<file path="config.mk">
export PLATFORM = sky130hd
export DESIGN_NAME = qos_ingress_scheduler
export DESIGN_NICKNAME = d
export VERILOG_FILES = /design/src/rtl/qos_ingress_scheduler.sv
export SDC_FILE = /design/constraint.sdc
export NUM_CORES = 1
export LEC_CHECK = 0
export ABC_CLOCK_PERIOD_IN_PS = 8200
export CELL_PAD_IN_SITES_DETAIL_PLACEMENT = 1
export CELL_PAD_IN_SITES_GLOBAL_PLACEMENT = 1
export CORE_MARGIN = 5
export CORE_UTILIZATION = 45
export DETAILED_ROUTE_END_ITERATION = 8
export PLACE_DENSITY_LB_ADDON = 0.12
export SLEW_MARGIN = 20
export SYNTH_ARGS = -nofsm -noshare
export SYNTH_HDL_FRONTEND = slang
export SYNTH_SLANG_ARGS = --single-unit
</file>
<file path="constraint.sdc">
create_clock -name CLOCK -period 8.2 [get_ports CLOCK]
set_clock_uncertainty 0.05 [all_clocks]
set_input_delay 1.64 -clock CLOCK [delete_from_list [all_inputs] [get_ports CLOCK]]
set_output_delay 1.64 -clock CLOCK [all_outputs]
set_load 0.02 [all_outputs]
</file>
<file path="src/rtl/qos_ingress_scheduler.sv">
// -----------------------------------------------------------------------------
// qos_ingress_scheduler
//
// Upstream feeder for the transaction layer. Incoming 4-bit words tagged with
// a 2-bit traffic class are buffered in one FIFO per class. A round-robin
// arbiter picks one eligible (non-empty, not paused) class per cycle. The
// popped word passes through one internal stage and is then presented on the
// registered push interface. Write-to-push latency is 2 edges.
//
// Optional feature macro: QOS_INGRESS_DROP_EN
//   defined   : IN_READY tied high. Words offered to a full class are dropped
//               and counted per class in DROP_CNT (8-bit saturating, class i
//               at [8i+7:8i]).
//   undefined : backpressure through IN_READY; DROP_CNT does not exist.
//
// Ports
//   CLOCK, RESET          clock, synchronous active-high reset
//   IN_VALID/IN_ID/IN_DATO source offer (class, data)
//   IN_READY              combinational accept for the class on IN_ID
//   PAUSE_STB/CONTINUE_STB per-class pause / resume strobes
//   ERROR_FULL            per-class overflow: pauses and sets sticky error
//   PUSH_OUT/ID_OUT/DATO_OUT registered push to the transaction layer
//   PAUSED, ERR_STICKY    per-class pause flag and sticky error
//   DROP_CNT              per-class drop counters (drop build only)
//   IDLE_OUT              registered: all FIFOs empty and PUSH_OUT low
// -----------------------------------------------------------------------------

// Per-class FIFO. DEPTH is a power of two, so the pointers wrap naturally.
// Ports: write (wr_i/wdata_i), read (rd_i/rdata_o, first-word fall-through),
// full_o/empty_o of the current state, empty_d_o of the state after this edge.
module qos_class_fifo #(
  parameter int DEPTH = 4,
  parameter int DW    = 4
) (
  input  logic          clk_i,
  input  logic          rst_i,
  input  logic          wr_i,
  input  logic [DW-1:0] wdata_i,
  input  logic          rd_i,
  output logic [DW-1:0] rdata_o,
  output logic          full_o,
  output logic          empty_o,
  output logic          empty_d_o
);
  localparam int AW = (DEPTH > 1) ? $clog2(DEPTH) : 1;
  localparam int CW = AW + 1;

  logic [DW-1:0] mem_q [DEPTH];
  logic [AW-1:0] wptr_q, rptr_q;
  logic [CW-1:0] cnt_q, cnt_d;

  always_comb begin
    cnt_d = cnt_q;
    if (wr_i && !rd_i)      cnt_d = cnt_q + CW'(1);
    else if (!wr_i && rd_i) cnt_d = cnt_q - CW'(1);
  end

  always_ff @(posedge clk_i) begin
    if (rst_i) begin
      wptr_q <= '0;
      rptr_q <= '0;
      cnt_q  <= '0;
    end else begin
      cnt_q <= cnt_d;
      if (wr_i) wptr_q <= wptr_q + AW'(1);
      if (rd_i) rptr_q <= rptr_q + AW'(1);
    end
  end

  // Storage needs no reset: contents are only visible while cnt_q says so.
  always_ff @(posedge clk_i) begin
    if (wr_i) mem_q[wptr_q] <= wdata_i;
  end

  assign rdata_o   = mem_q[rptr_q];
  assign full_o    = (cnt_q == CW'(DEPTH));
  assign empty_o   = (cnt_q == '0);
  assign empty_d_o = (cnt_d == '0);
endmodule

module qos_ingress_scheduler #(
  parameter int DEPTH = 4
) (
  input  logic        CLOCK,
  input  logic        RESET,
  input  logic        IN_VALID,
  input  logic [1:0]  IN_ID,
  input  logic [3:0]  IN_DATO,
  output logic        IN_READY,
  input  logic [3:0]  PAUSE_STB,
  input  logic [3:0]  CONTINUE_STB,
  input  logic [3:0]  ERROR_FULL,
  output logic        PUSH_OUT,
  output logic [1:0]  ID_OUT,
  output logic [3:0]  DATO_OUT,
  output logic [3:0]  PAUSED,
  output logic [3:0]  ERR_STICKY,
`ifdef QOS_INGRESS_DROP_EN
  output logic [31:0] DROP_CNT,
`endif
  output logic        IDLE_OUT
);
  localparam int NC     = 4;
  localparam int DW     = 4;
  localparam int STAGES = 2;

  logic [NC-1:0]         full, empty, empty_d, wr, pop, elig;
  logic [NC-1:0][DW-1:0] rdata;
  logic [NC-1:0]         paused_q, paused_d, err_q;
  logic [1:0]            rr_q, rr_d, gnt_id, idx;
  logic                  gnt_vld;
  logic                  room, accept;

  // vld_pipe_q[1]: word popped last edge, held in stage 1.
  // vld_pipe_q[2]: PUSH_OUT.
  logic [STAGES:1]       vld_pipe_q;
  logic [1:0]            s1_id_q, id_q;
  logic [DW-1:0]         s1_dat_q, dat_q;
  logic                  idle_q, idle_d;

  // A full class still has room when it is popped this same cycle.
  assign room   = !full[IN_ID] || pop[IN_ID];
  assign accept = IN_VALID && room;

`ifdef QOS_INGRESS_DROP_EN
  assign IN_READY = 1'b1;
`else
  assign IN_READY = room;
`endif

  generate
    for (genvar c = 0; c < NC; c++) begin : g_cls
      qos_class_fifo #(.DEPTH(DEPTH), .DW(DW)) u_fifo (
        .clk_i    (CLOCK),
        .rst_i    (RESET),
        .wr_i     (wr[c]),
        .wdata_i  (IN_DATO),
        .rd_i     (pop[c]),
        .rdata_o  (rdata[c]),
        .full_o   (full[c]),
        .empty_o  (empty[c]),
        .empty_d_o(empty_d[c])
      );
      assign wr[c]  = accept && (IN_ID == 2'(c));
      assign pop[c] = gnt_vld && (gnt_id == 2'(c));
    end
  endgenerate

  // Eligibility uses the registered pause flag only, so a strobe affects
  // grants from the following cycle.
  assign elig = ~empty & ~paused_q;

  // Round-robin: search rr, rr+1, rr+2, rr+3; the first eligible class wins.
  always_comb begin
    gnt_vld = 1'b0;
    gnt_id  = rr_q;
    idx     = rr_q;
    for (int k = 0; k < NC; k++) begin
      idx = rr_q + 2'(k);
      if (!gnt_vld && elig[idx]) begin
        gnt_vld = 1'b1;
        gnt_id  = idx;
      end
    end
    rr_d = gnt_vld ? (gnt_id + 2'd1) : rr_q;
  end

  // Set (pause or overflow) wins over a same-cycle continue.
  assign paused_d = (paused_q & ~CONTINUE_STB) | PAUSE_STB | ERROR_FULL;

  // Next PUSH_OUT is whatever sits in stage 1 now.
  assign idle_d = (&empty_d) && !vld_pipe_q[1];

  always_ff @(posedge CLOCK) begin
    if (RESET) begin
      vld_pipe_q <= '0;
      s1_id_q    <= '0;
      s1_dat_q   <= '0;
      id_q       <= '0;
      dat_q      <= '0;
      rr_q       <= '0;
      paused_q   <= '0;
      err_q      <= '0;
      idle_q     <= 1'b1;
    end else begin
      vld_pipe_q <= {vld_pipe_q[1], gnt_vld};
      rr_q       <= rr_d;
      if (gnt_vld) begin
        s1_id_q  <= gnt_id;
        s1_dat_q <= rdata[gnt_id];
      end
      // ID/DATO hold their last values when no push is issued.
      if (vld_pipe_q[1]) begin
        id_q  <= s1_id_q;
        dat_q <= s1_dat_q;
      end
      paused_q <= paused_d;
      err_q    <= err_q | ERROR_FULL;
      idle_q   <= idle_d;
    end
  end

`ifdef QOS_INGRESS_DROP_EN
  logic [NC-1:0][7:0] drop_cnt_q;

  always_ff @(posedge CLOCK) begin
    if (RESET) begin
      drop_cnt_q <= '0;
    end else begin
      for (int c = 0; c < NC; c++) begin
        if (IN_VALID && (IN_ID == 2'(c)) && full[c] && !pop[c] &&
            (drop_cnt_q[c] != 8'hFF))
          drop_cnt_q[c] <= drop_cnt_q[c] + 8'd1;
      end
    end
  end

  assign DROP_CNT = drop_cnt_q;
`endif

  assign PUSH_OUT   = vld_pipe_q[STAGES];
  assign ID_OUT     = id_q;
  assign DATO_OUT   = dat_q;
  assign PAUSED     = paused_q;
  assign ERR_STICKY = err_q;
  assign IDLE_OUT   = idle_q;
endmodule

</file>
==> results.json <==
{
  "wl_per_cell_um": 18.0,
  "htree_levels": 4,
  "max-slew-margin-rel_pct": 30.5,
  "fill_cells": 1287,
  "synth_top_area_cell": "edfxtp_1",
  "post-cts-setup-buffer-count": 0,
  "swShare_pct": 33.1,
  "cts_buffers": 17,
  "clkLatencyLatePin_ps": 420,
  "ys_seq_area_share_pct": 56.1,
  "synth-main-ff-cell": "edfxtp_1",
  "core_area_um2": 12100,
  "power_frac_seq_pct": 35.2,
  "ys_async_sr_fraction_pct": 0,
  "p_int_mw": 1.57,
  "r2r_slack_ps": 4490,
  "maxCapViolCount": 0,
  "synth_edf_count": 64,
  "grt_pass1_wl_um": 20300,
  "power_mw": 2.35,
  "dp_hpwl_um": 8940,
  "reg2reg_from": "g_cls[0].u_fifo.cnt_q[0]",
  "tns_ps": 0,
  "die_h_um": 122,
  "ys_top_cells_by_count": "65 x nor2_1, 64 x edfxtp_1, 61 x dfxtp_1",
  "clkSlewWorstSetupHoldPaths_ps": 50,
  "ys_types": 59,
  "grt_use_total_pct": 18.2,
  "drc_errors": 0,
  "dr_total_vias": 3612,
  "synth_area_um2": 5610,
  "rr_worst_depth": 9,
  "crit_path_start_kind": "register",
  "final_core_util_pct": 55.6,
  "worst_slack_ps": 2800,
  "hold_violations": 0,
  "start_util_pct": 46.3,
  "syn_inst": 465,
  "ys_ff_latch": 125,
  "timing.fmax_ghz": 0.185,
  "ios": 38,
  "synth_fp_nets": 514,
  "leakagePower_nw": 2.45,
  "die_width_um": 122,
  "cts_tree": "done",
  "wl_met2_um": 6020,
  "dieArea_um2": 14800,
  "cp.arrival_ps": 3710,
  "crit_start": "g_cls[0].u_fifo.cnt_q[0]",
  "grt_overflow": 0,
  "hold_path.class": "reg -> reg",
  "gp_congestion": 0.868,
  "final_max_slew_viol_count": 0,
  "r2r_end": "g_cls[0].u_fifo.mem_q[2][0]",
  "drive_gt1_share_pct": 13.0,
  "comb_power_share_pct": 32.6,
  "criticalPathCategory": "reg -> out",
  "clock_sinks": 125,
  "power_switching_uw": 778,
  "port_buffers": 37,
  "core.rowCount": 40,
  "antenna_found_initial": 0,
  "required_ps": 6510,
  "status": "complete, no violations",
  "cts_hold_buf": 0,
  "rsz0062_at_grt": "no",
  "synth_most_common_cell": "nor2_1",
  "cts-root-buf": "clkbuf_16",
  "dr.max_layer_used": "met4",
  "min_period_ps": 5400,
  "grt_max_degree": 55,
  "drtIter0Drc": 167,
  "drt-total-wl_um": 12400,
  "grt_pass1_vias": 3868,
  "antenna_left": 0,
  "tightest_slew_ps": 1040,
  "clkPwrFrac_pct": 32.2,
  "dp_slack_ps": 2830,
  "yosys-top-cells-area": "edfxtp_1 34%, dfxtp_1 22%, mux4_2 6.4%, ha_1 6.2%, nor2_1 4.4%",
  "via_per_inst": 5.23,
  "powerDensity_nw_per_um2": 349,
  "cts-resized-gates": 0,
  "cts_max_path_buffers": 2,
  "diodes": 0,
  "min_period_over_period_pct": 65.8,
  "area_growth_pct": 20.2,
  "ys_warn_count": 0,
  "finalSetupViolCount": 0,
  "peakVddDrop_uv": 137,
  "yosysTopAreaCellShare_pct": 34.3,
  "met3_length_um": 534,
  "crit_fanout": 12,
  "end_kind": "primary output",
  "syn_area_per_cell_um2": 12.1,
  "nets": 558,
  "dr.pass1.iters": 4,
  "critPathCapture": "IN_READY",
  "drt-met1-wl_um": 5650
}
==> cells in the final DEF, fill, tap and decap left out, types with 3 or more instances in the layout <==
| cell | netlist | layout |
|---|---|---|
| nor2_1 | 65 | 65 |
| edfxtp_1 | 64 | 64 |
| dfxtp_1 | 61 | 61 |
| clkdlybuf4s50_1 | 0 | 36 |
| ha_1 | 28 | 28 |
| nand2_1 | 27 | 27 |
| a21oi_1 | 22 | 22 |
| inv_1 | 21 | 21 |
| and2_1 | 19 | 19 |
| clkbuf_16 | 0 | 17 |
| xnor2_1 | 16 | 16 |
| mux4_2 | 16 | 16 |
| mux2i_1 | 14 | 14 |
| a211oi_1 | 7 | 7 |
| nor3_1 | 6 | 6 |
| o211ai_1 | 6 | 6 |
| mux2_2 | 5 | 5 |
| nand2b_1 | 5 | 5 |
| nand3_1 | 5 | 5 |
| xor2_1 | 5 | 5 |
| a31oi_1 | 4 | 4 |
| o21ai_0 | 4 | 4 |
| nor2b_2 | 3 | 3 |
| or2_2 | 3 | 3 |
| nor3b_1 | 3 | 3 |
| bufinv_16 | 0 | 3 |
| clkinvlp_4 | 0 | 3 |
| clkinv_2 | 0 | 3 |
==> how the worst min path moves through the flow <==
stage,start,endpoint,slack (ps),cells after the start
after floorplan,s1_dat_q[0],s1_dat_q[0],380,2
after global placement,s1_id_q[0],s1_id_q[0],390,2
after detailed placement,ERR_STICKY[0],ERR_STICKY[0],410,2
after CTS,s1_dat_q[0],s1_dat_q[0],420,2
after global routing,s1_dat_q[3],s1_dat_q[3],440,2
final,ERR_STICKY[0],ERR_STICKY[0],410,2
==> flip-flops by register name, summed over array words and instances, names as in the netlist, named ones only <==
register	cells
DATO_OUT	4
ERR_STICKY	4
IDLE_OUT	1
ID_OUT	2
PAUSED	4
g_cls.u_fifo.cnt_q	12
g_cls.u_fifo.mem_q	64
g_cls.u_fifo.rptr_q	8
g_cls.u_fifo.wptr_q	8
rr_q	2
s1_dat_q	4
s1_id_q	2
vld_pipe_q	2
==> per-layer routing <==
metal,vias to the layer above,GRT usage [%]
li1,1770,-
met1,1756,22.7
met2,67,29.6
met3,19,6.08
met4,0,6.16
met5,-,0
==> cell families after synthesis <==
kind of cell             share of synthesized area [%]
AO/OA/AOI/OAI                                     8.70
adder cells (fa/ha/maj)                           6.25
buffers and inverters                             2.54
flip-flops                                        56.1
multiplexers                                      9.93
XOR/XNOR                                          3.28
AND/OR/NAND/NOR                                   13.2
==> power by group through the flow <==
stage	Combinational [mW]	Sequential, mW	Clock [mW]
final	0.767	0.827	0.758
after global routing	0.852	0.841	0.808
after CTS	0.778	0.829	0.772
after detailed placement	0.771	0.841	0
after global placement	0.753	0.837	0
after floorplan	0.591	0.820	0
==> per-stage QoR <==
| step | area [µm²] | hold WS [ps] | instances |
|---|---|---|---|
| final | 6740 | 415 | 690 |
| after global routing | 6740 | 445 | 690 |
| after CTS | 6740 | 418 | 690 |
| after detailed placement | 6140 | 412 | 658 |
| after global placement | 6140 | 394 | 658 |
| after floorplan | 5610 | 382 | 465 |
==> critical path: stages, from the launching register on <==
cell	delay, ps
dfxtp_1	400
inv_1	100
ha_1	220
nor2b_2	190
nor3_1	310
nor2_1	80
o22ai_1	810
xor2_1	210
a311oi_1	110
a31oi_1	220
clkdlybuf4s50_1	650
==> layout make-up <==
class,count,area [µm²],area share (%)
Tap cell,168,210,3.12
Clock buffer,21,460,6.83
Timing Repair Buffer,39,380,5.64
Clock inverter,11,140,2.08
Inverter,21,78.8,1.17
Sequential cell,125,3140,46.6
Multi-Input combinational cell,305,2330,34.5
Power figures use the tool's default switching activity.
